<file path="config.mk">
export PLATFORM = sky130hd
export DESIGN_NAME = dmem_arbiter
export DESIGN_NICKNAME = d
export VERILOG_FILES = /design/src/rtl/dmem_arbiter.sv
export SDC_FILE = /design/constraint.sdc
export NUM_CORES = 1
export LEC_CHECK = 0
export CORE_AREA = 4 4 206 208
export CTS_CLUSTER_DIAMETER = 40
export DETAILED_ROUTE_END_ITERATION = 16
export DIE_AREA = 0 0 210 212
export DONT_BUFFER_PORTS = 1
export SETUP_SLACK_MARGIN = 0.3
export SKIP_LAST_GASP = 1
export SLEW_MARGIN = 10
export SYNTH_ARGS = -nofsm -noshare
export SYNTH_HDL_FRONTEND = slang
export SYNTH_SLANG_ARGS = --single-unit
</file>
<file path="constraint.sdc">
create_clock -name clk_i -period 6.45 [get_ports clk_i]
set_clock_uncertainty 0.2 [all_clocks]
set_input_delay 0.645 -clock clk_i [delete_from_list [all_inputs] [get_ports clk_i]]
set_output_delay 0.645 -clock clk_i [all_outputs]
set_load 0.02 [all_outputs]
</file>
<file path="src/rtl/dmem_arbiter.sv">
// Arbiter sharing the single-port 256x64 data memory between the CPU memory stage
// and the debug/loader port. CPU has priority; a starvation counter guarantees dbg progress.
module dmem_arbiter #(
    parameter logic [63:0] MAX_ADDR     = 64'd2047,
    parameter int          STARVE_LIMIT = 4
) (
    input  logic        clk_i,
    input  logic        rst_n_i,

    input  logic        cpu_req_i,
    input  logic        cpu_we_i,
    input  logic [63:0] cpu_addr_i,
    input  logic [63:0] cpu_wdata_i,
    output logic        cpu_done_o,
    output logic [63:0] cpu_rdata_o,
    output logic        cpu_err_o,
    output logic        cpu_stall_o,

    input  logic        dbg_req_i,
    input  logic        dbg_we_i,
    input  logic [63:0] dbg_addr_i,
    input  logic [63:0] dbg_wdata_i,
    output logic        dbg_done_o,
    output logic [63:0] dbg_rdata_o,
    output logic        dbg_err_o,

    output logic        mem_en_o,
    output logic        mem_we_o,
    output logic [7:0]  mem_addr_o,
    output logic [63:0] mem_wdata_o,
    input  logic [63:0] mem_rdata_i
);

    localparam int             CW    = (STARVE_LIMIT < 1) ? 1 : $clog2(STARVE_LIMIT + 1);
    localparam logic [CW-1:0]  LIMIT = CW'(STARVE_LIMIT);

    typedef enum logic [1:0] {
        IDLE  = 2'd0,
        ISSUE = 2'd1,
        RESP  = 2'd2
    } state_t;

    state_t         state_q,     state_d;
    logic [CW-1:0]  starve_q,    starve_d;
    logic           owner_q,     owner_d;
    logic           rd_q,        rd_d;
    logic           mem_en_q,    mem_en_d;
    logic           mem_we_q,    mem_we_d;
    logic [7:0]     mem_addr_q,  mem_addr_d;
    logic [63:0]    mem_wdata_q, mem_wdata_d;
    logic           cpu_done_q,  cpu_done_d;
    logic           dbg_done_q,  dbg_done_d;
    logic           cpu_err_q,   cpu_err_d;
    logic           dbg_err_q,   dbg_err_d;

    logic           grant_dbg;
    logic           sel_we;
    logic [63:0]    sel_addr;
    logic [63:0]    sel_wdata;
    logic           addr_bad;

    // owner_q: 0 = CPU, 1 = dbg; dbg only wins a contested slot once the CPU has starved it
    assign grant_dbg = dbg_req_i & (~cpu_req_i | (starve_q == LIMIT));
    assign sel_we    = grant_dbg ? dbg_we_i    : cpu_we_i;
    assign sel_addr  = grant_dbg ? dbg_addr_i  : cpu_addr_i;
    assign sel_wdata = grant_dbg ? dbg_wdata_i : cpu_wdata_i;
    assign addr_bad  = (sel_addr > MAX_ADDR);

    always_comb begin
        state_d     = state_q;
        starve_d    = starve_q;
        owner_d     = owner_q;
        rd_d        = rd_q;
        mem_en_d    = 1'b0;
        mem_we_d    = 1'b0;
        mem_addr_d  = '0;
        mem_wdata_d = '0;
        cpu_done_d  = 1'b0;
        dbg_done_d  = 1'b0;
        cpu_err_d   = 1'b0;
        dbg_err_d   = 1'b0;

        case (state_q)
            IDLE: begin
                if (cpu_req_i | dbg_req_i) begin
                    owner_d = grant_dbg;
                    rd_d    = ~sel_we & ~addr_bad;
                    if (grant_dbg) begin
                        starve_d = '0;
                    end else if (dbg_req_i && (starve_q < LIMIT)) begin
                        starve_d = starve_q + CW'(1);
                    end
                    // Out-of-range accesses skip the RAM and answer one cycle early
                    if (addr_bad) begin
                        state_d    = RESP;
                        cpu_done_d = ~grant_dbg;
                        dbg_done_d = grant_dbg;
                        cpu_err_d  = ~grant_dbg;
                        dbg_err_d  = grant_dbg;
                    end else begin
                        state_d     = ISSUE;
                        mem_en_d    = 1'b1;
                        mem_we_d    = sel_we;
                        mem_addr_d  = sel_addr[10:3];
                        mem_wdata_d = sel_wdata;
                    end
                end
            end
            ISSUE: begin
                state_d    = RESP;
                cpu_done_d = ~owner_q;
                dbg_done_d = owner_q;
            end
            RESP: begin
                state_d = IDLE;
            end
            default: begin
                state_d = IDLE;
            end
        endcase
    end

    always_ff @(posedge clk_i or negedge rst_n_i) begin
        if (!rst_n_i) begin
            state_q     <= IDLE;
            starve_q    <= '0;
            owner_q     <= 1'b0;
            rd_q        <= 1'b0;
            mem_en_q    <= 1'b0;
            mem_we_q    <= 1'b0;
            mem_addr_q  <= '0;
            mem_wdata_q <= '0;
            cpu_done_q  <= 1'b0;
            dbg_done_q  <= 1'b0;
            cpu_err_q   <= 1'b0;
            dbg_err_q   <= 1'b0;
        end else begin
            state_q     <= state_d;
            starve_q    <= starve_d;
            owner_q     <= owner_d;
            rd_q        <= rd_d;
            mem_en_q    <= mem_en_d;
            mem_we_q    <= mem_we_d;
            mem_addr_q  <= mem_addr_d;
            mem_wdata_q <= mem_wdata_d;
            cpu_done_q  <= cpu_done_d;
            dbg_done_q  <= dbg_done_d;
            cpu_err_q   <= cpu_err_d;
            dbg_err_q   <= dbg_err_d;
        end
    end

    // The synchronous RAM answers in RESP, so read data is steered straight through
    assign cpu_rdata_o = (cpu_done_q && rd_q) ? mem_rdata_i : '0;
    assign dbg_rdata_o = (dbg_done_q && rd_q) ? mem_rdata_i : '0;

    assign cpu_done_o  = cpu_done_q;
    assign cpu_err_o   = cpu_err_q;
    assign dbg_done_o  = dbg_done_q;
    assign dbg_err_o   = dbg_err_q;
    assign cpu_stall_o = cpu_req_i & ~cpu_done_q;

    assign mem_en_o    = mem_en_q;
    assign mem_we_o    = mem_we_q;
    assign mem_addr_o  = mem_addr_q;
    assign mem_wdata_o = mem_wdata_q;

endmodule

</file>
==> impl_metrics.toml, run 1 <==
[status]
run_status = "finished with violations"
failed_checks = "hold timing"

[critical_path]
worstPathRequired_ns = 6.46
worst_setup_end_kind = "register"
critical_path_peak_fanout = 41
timing.critical_path.cells = "inv_1 > ha_1 > a21bo_2 > nand4_1 > nor4_1 > buf_4 > o21bai_4 > buf_4 > inv_1"
timing.critical_path.arrival_ns = 3.19
critPathLaunchType = "register"
timing_worst_setup_path_type = "reg2reg"
critical_path_start = "starve_q[0]"
critical_path.max_stage_delay_ns = 0.80
critical_path.slowest_cell = "o21bai_4"
r2r_start = "starve_q[0]"
path_buf_inv = 4
timing.critical_path.max_delay_family = "compound AO/OA/AOI/OAI gates"

[synth]
synth_warnings = 0
synth_fp_nets = 887
synthesis.area_um2 = 4730
post_synth_num_cell_types = 29
synthDominantCellAreaShare_pct = 45.0
ys_seq_area_share_pct = 45.0
netlist.top_cell.by_area = "dfrtp_1"
synthCells = 559
synth_top_cells_by_area = "dfrtp_1 45%, and3_1 17%, nand2_1 12%, a21oi_2 8.9%, clkbuf_1 3.6%"
synth.ff_latch_count = 85
synthesis.area_per_instance_um2 = 8.46
number_of_flops_mapped_to_enable_cells_by_yosys = 0
synth_ff_type = "dfrtp_1"
async_reset_ff_share_pct = 100

[sta]
rsz0062_at_grt = "false"
max-slew-margin-rel_pct = 27.9
min_period_ns = 3.18
finalHoldViolations = 2
whs_ns = -0.00117
setup-tns-final_ns = 0
max_clock_freq_mhz = 314
tightest_slew_ns = 1.08
timing.final.setup_violations = 0
min_period_over_period_pct = 49.4
maxSlewViolCount = 0

[floorplan]
die_h_um = 212
start_util_pct = 11.7
row_count = 74
die_area_um2 = 44500
io_pins = 533
fp.dieW_um = 210
coreArea_um2 = 40600

[routing]
final_antenna_net_count = 0
postRouteWirelength_mm = 21.6
remaining_drc_errors = 0
route.vias.total = 4332
drt-initial-drc-count = 253
drt-vias-per-instance = 4.09
wire_per_inst_um = 20.4
drtPass1Iterations = 4

[cells_and_area]
layout_common_cells = "151 x nand2_1, 129 x and3_1, 82 x dfrtp_1"
post_route_cells_drive_above_1_share_pct = 15.0
final_nets = 851
fin_util_pct = 13.7
finish.cell_count_without_fillers = 1060
sequential_cell_area_um2 = 2130
diodes = 0
layout.cells.most_common = "nand2_1"
multiInputGateArea_um2 = 2360
area_delta_synth_final_pct = 17.2
fill_cells = 4615
design_area_um2 = 5540

[grt]
grt_pass1_vias = 4090
grt_max_degree = 130
groute.usage.overall_pct = 8.83
number_of_antenna_violations_at_the_first_check_in_global_routing = 3
grt.overflow.total = 0
grt_first_pass_wirelength_mm = 28.4

[clock_tree]
cts_hold_buf = 1
ctsHtreeMaxLevel = 3
cts_max_path_buffers = 2
cts_tree = "yes"
cts_made_buffers = 9
post-cts-setup-buffers = 0
clock_sinks = 85
clock-root-buffer = "clkbuf_16"
worst_skew_pair.late_latency_ns = 0.34
cts.repair.resized = 0
clkTransAtPathRegs_ns = 0.07

[power]
areal_power_density_over_the_cells_nw_per_um2 = 228
power.leakage_nw = 2.68
ir_drop_uv = 98.9

[placed_design]
placed_cells = 1043
detail_placement_hpwl_mm = 17.9
gp_routability_congestion = 0.889
post_dp_cell_area_um2 = 5210
io_buffers = 0

[run]
max_cap_violations = 0

[min_path]
type_of_the_tightest_min_delay_check = "in2async"
==> final cells by class <==
class | count | area share, %
clock buffer | 9 | 4.06
clock inverter | 7 | 1.47
inverter | 5 | 0.339
multi-input combinational | 416 | 42.5
sequential | 85 | 38.4
tap | 532 | 12.0
timing repair buffer | 6 | 1.17
==> sequential cells by signal, summed over array words and instances (netlist names) <==
register and flops:
mem_addr_o 8, cpu_done_o 1, dbg_done_o 1, starve_q 3, mem_wdata_o 64, owner_q 1
rd_q 1, cpu_err_o 1, mem_en_o 1, dbg_err_o 1, state_q 2, mem_we_o 1
==> path summary, 6_finish.rpt <==
path,to,slack (ns),cells past startpoint
max,mem_en_o,3.27,9
max reg2reg,mem_en_o,3.27,9
min reg2reg,dbg_done_o,0.27,1
max in group asynchronous,mem_wdata_o[26],5.67,1
min in group clk_i,mem_wdata_o[21],0.23,2
min,mem_wdata_o[54],-0.001,1
==> where the power goes <==
part	switching (W)	internal, W	leakage (nW)
Sequential	0.0000349	0.000546	1.17
Clock	0.000236	0.000307	0.153
Combinational	0.0000997	0.0000410	1.36
==> Yosys cell counts, drive strengths merged (2+ instances only) <==
| master | n |
|---|---|
| nand2 | 152 |
| nor2 | 4 |
| inv | 5 |
| nor2b | 2 |
| and3 | 129 |
| nor3 | 3 |
| o21bai | 2 |
| clkbuf | 46 |
| buf | 7 |
| dfrtp | 85 |
| nor4 | 24 |
| nand4 | 7 |
| a21oi | 75 |
| o21ai | 4 |
| ha | 2 |
==> metrics by stage <==
| step | setup slack (ns) | power (W) |
|---|---|---|
| floorplan | 3.84 | 0.000687 |
| global placement | 2.91 | 0.000715 |
| detailed placement | 2.84 | 0.000721 |
| CTS | 3.15 | 0.00130 |
| global route | 2.98 | 0.00134 |
| finish | 3.27 | 0.00126 |
==> layer usage <==
metal,vias up,share of wire [%],wire (um),GRT usage [%]
met5,-,0.23,49,0
met4,6,3.4,731,3.58
met3,40,12,2600,4.23
met2,354,49,10600,15.0
met1,2076,36,7700,9.48
li1,1856,-,-,-
==> cells by family after synthesis <==
kind of cell	synth area share (%)
simple gates	35.3
buf+inv	5.55
fa+ha+maj	0.529
compound gates	13.7
flops	45.0
Note: power is estimated with default switching activity, not from simulation.
==> run 2, diff against run 1 <==
==> constraint.sdc (replaced) <==
create_clock -name clk_i -period 3.2 [get_ports clk_i]
set_clock_uncertainty 0.2 [all_clocks]
set_input_delay 0.32 -clock clk_i [delete_from_list [all_inputs] [get_ports clk_i]]
set_output_delay 0.32 -clock clk_i [all_outputs]
set_load 0.02 [all_outputs]
==> impl_metrics.toml, run 2 (same netlist as run 1, synthesis figures left out) <==
[status]
run_status = "finished clean"

[placed_design]
detail_placement_hpwl_mm = 18.2
gp_routability_congestion = 0.892
io_buffers = 0
place_ws_ns = 0.489

[routing]
postRouteWirelength_mm = 25.0
drt-initial-drc-count = 360
drtPass1Iterations = 5
wire_per_inst_um = 20.6
final_antenna_net_count = 0
route.vias.total = 5095
remaining_drc_errors = 0
drt-vias-per-instance = 4.19

[critical_path]
worst_setup_end_kind = "register"
critical_path_peak_fanout = 42
timing.critical_path.arrival_ns = 2.69
worstPathRequired_ns = 3.26
timing_worst_setup_path_type = "reg2reg"
critPathLaunchType = "register"

[sta]
finalHoldViolations = 0
rsz0062_at_grt = "false"
min_period_over_period_pct = 82.2
max_clock_freq_mhz = 380
maxSlewViolCount = 0
tightest_slew_ns = 0.915
setup-tns-final_ns = 0
timing.final.setup_violations = 0
final.setup.worst_slack_ns = 0.569
whs_ns = 0.118
max-slew-margin-rel_pct = 39.0
min_period_ns = 2.63

[clock_tree]
cts_made_buffers = 9
cts.repair.resized = 0
cts_max_path_buffers = 2
clock_sinks = 85
clock-root-buffer = "clkbuf_16"
ctsHtreeMaxLevel = 3
worst_skew_pair.late_latency_ns = 0.35
cts_tree = "yes"
clkTransAtPathRegs_ns = 0.07

[grt]
grt_first_pass_wirelength_mm = 34.0
grt_max_degree = 130
number_of_antenna_violations_at_the_first_check_in_global_routing = 4
grt.overflow.total = 0
groute.usage.overall_pct = 10.3
grt_pass1_vias = 5246

[floorplan]
coreArea_um2 = 40600
die_area_um2 = 44500
fp.dieW_um = 210
start_util_pct = 11.7
row_count = 74
die_h_um = 212
io_pins = 533

[power]
totalPowerFinal_w = 0.00283
ir_drop_uv = 167
power.leakage_nw = 3.34
areal_power_density_over_the_cells_nw_per_um2 = 398

[min_path]
type_of_the_tightest_min_delay_check = "in2reg"

[cells_and_area]
layout.cells.most_common = "nand2_1"
fill_cells = 4437
layout_common_cells = "151 x nand2_1, 149 x dlygate4sd3_1, 129 x and3_1"
post_route_cells_drive_above_1_share_pct = 12.2
area_delta_synth_final_pct = 50.3
final_nets = 1004
largest_register_ffs = 64

[run]
max_cap_violations = 0
-- run 2: path summary, 6_finish.rpt --
| path | from | endpoint | slack (ns) | depth (start not counted) |
|---|---|---|---|---|
| min reg2reg | state_q[1] | dbg_done_o | 0.27 | 1 |
| max reg2reg | starve_q[0] | mem_addr_o[7] | 0.57 | 9 |
| min | dbg_req_i | starve_q[0] | 0.12 | 3 |
| max in group asynchronous | rst_n_i | rd_q | 2.09 | 2 |
| min in group asynchronous | rst_n_i | mem_wdata_o[36] | 0.35 | 2 |
| max | starve_q[0] | mem_addr_o[7] | 0.57 | 9 |
-- run 2: layout make-up --
type                            count  area, um2  area share (%)
Timing Repair Buffer              159       1600            22.5
Multi-Input combinational cell    416       2360            33.1
Sequential cell                    85       2130            30.0
Tap cell                          532        666            9.36
Clock buffer                        9        225            3.17
Clock inverter                      7        106            1.50
Inverter                            5       18.8           0.264
Antenna cell                        4       10.0           0.141
-- run 2: report_power, final --
part	internal (W)	switching, W
Clock	0.000699	0.000495
Sequential	0.00110	0.0000693
Combinational	0.000208	0.000256
-- run 2: metrics by stage --
step | util [%] | instance area [um2] | std cells
6_report | 17.5 | 7110 | 1217
3_3_place_gp | 12.9 | 5240 | 1045
3_5_place_dp | 12.9 | 5240 | 1045
2_1_floorplan | - | 4730 | 559
5_1_grt | 17.5 | 7110 | 1215
4_1_cts | 17.5 | 7090 | 1211
-- run 2: timing repair --
| item | in CTS | in global routing |
|---|---|---|
| endpoints found under the setup margin | 0 | 2 |
| buffers inserted | 0 | 2 |
| hold buffers | 150 | 0 |
| endpoints found under the hold margin | 161 | 0 |
-- run 2: layer usage --
metal / vias to the layer above / part of all wire, % / track usage [%]
li1: 2165 / - / -
met1: 2445 / 34 / 10.4
met2: 428 / 50 / 18.0
met3: 53 / 12 / 4.78
met4: 4 / 4.4 / 5.27
met5: - / 0.13 / 0
-- run 2: worst max-delay path: stages, from the launching register on --
cell and delay, ns:
dfrtp_1 0.39, inv_1 0.06, ha_1 0.19, a21bo_2 0.25, a2111oi_2 0.36, nor4b_4 0.24, buf_4 0.18, o21bai_4 0.07
buf_4 0.30, a21oi_1 0.25
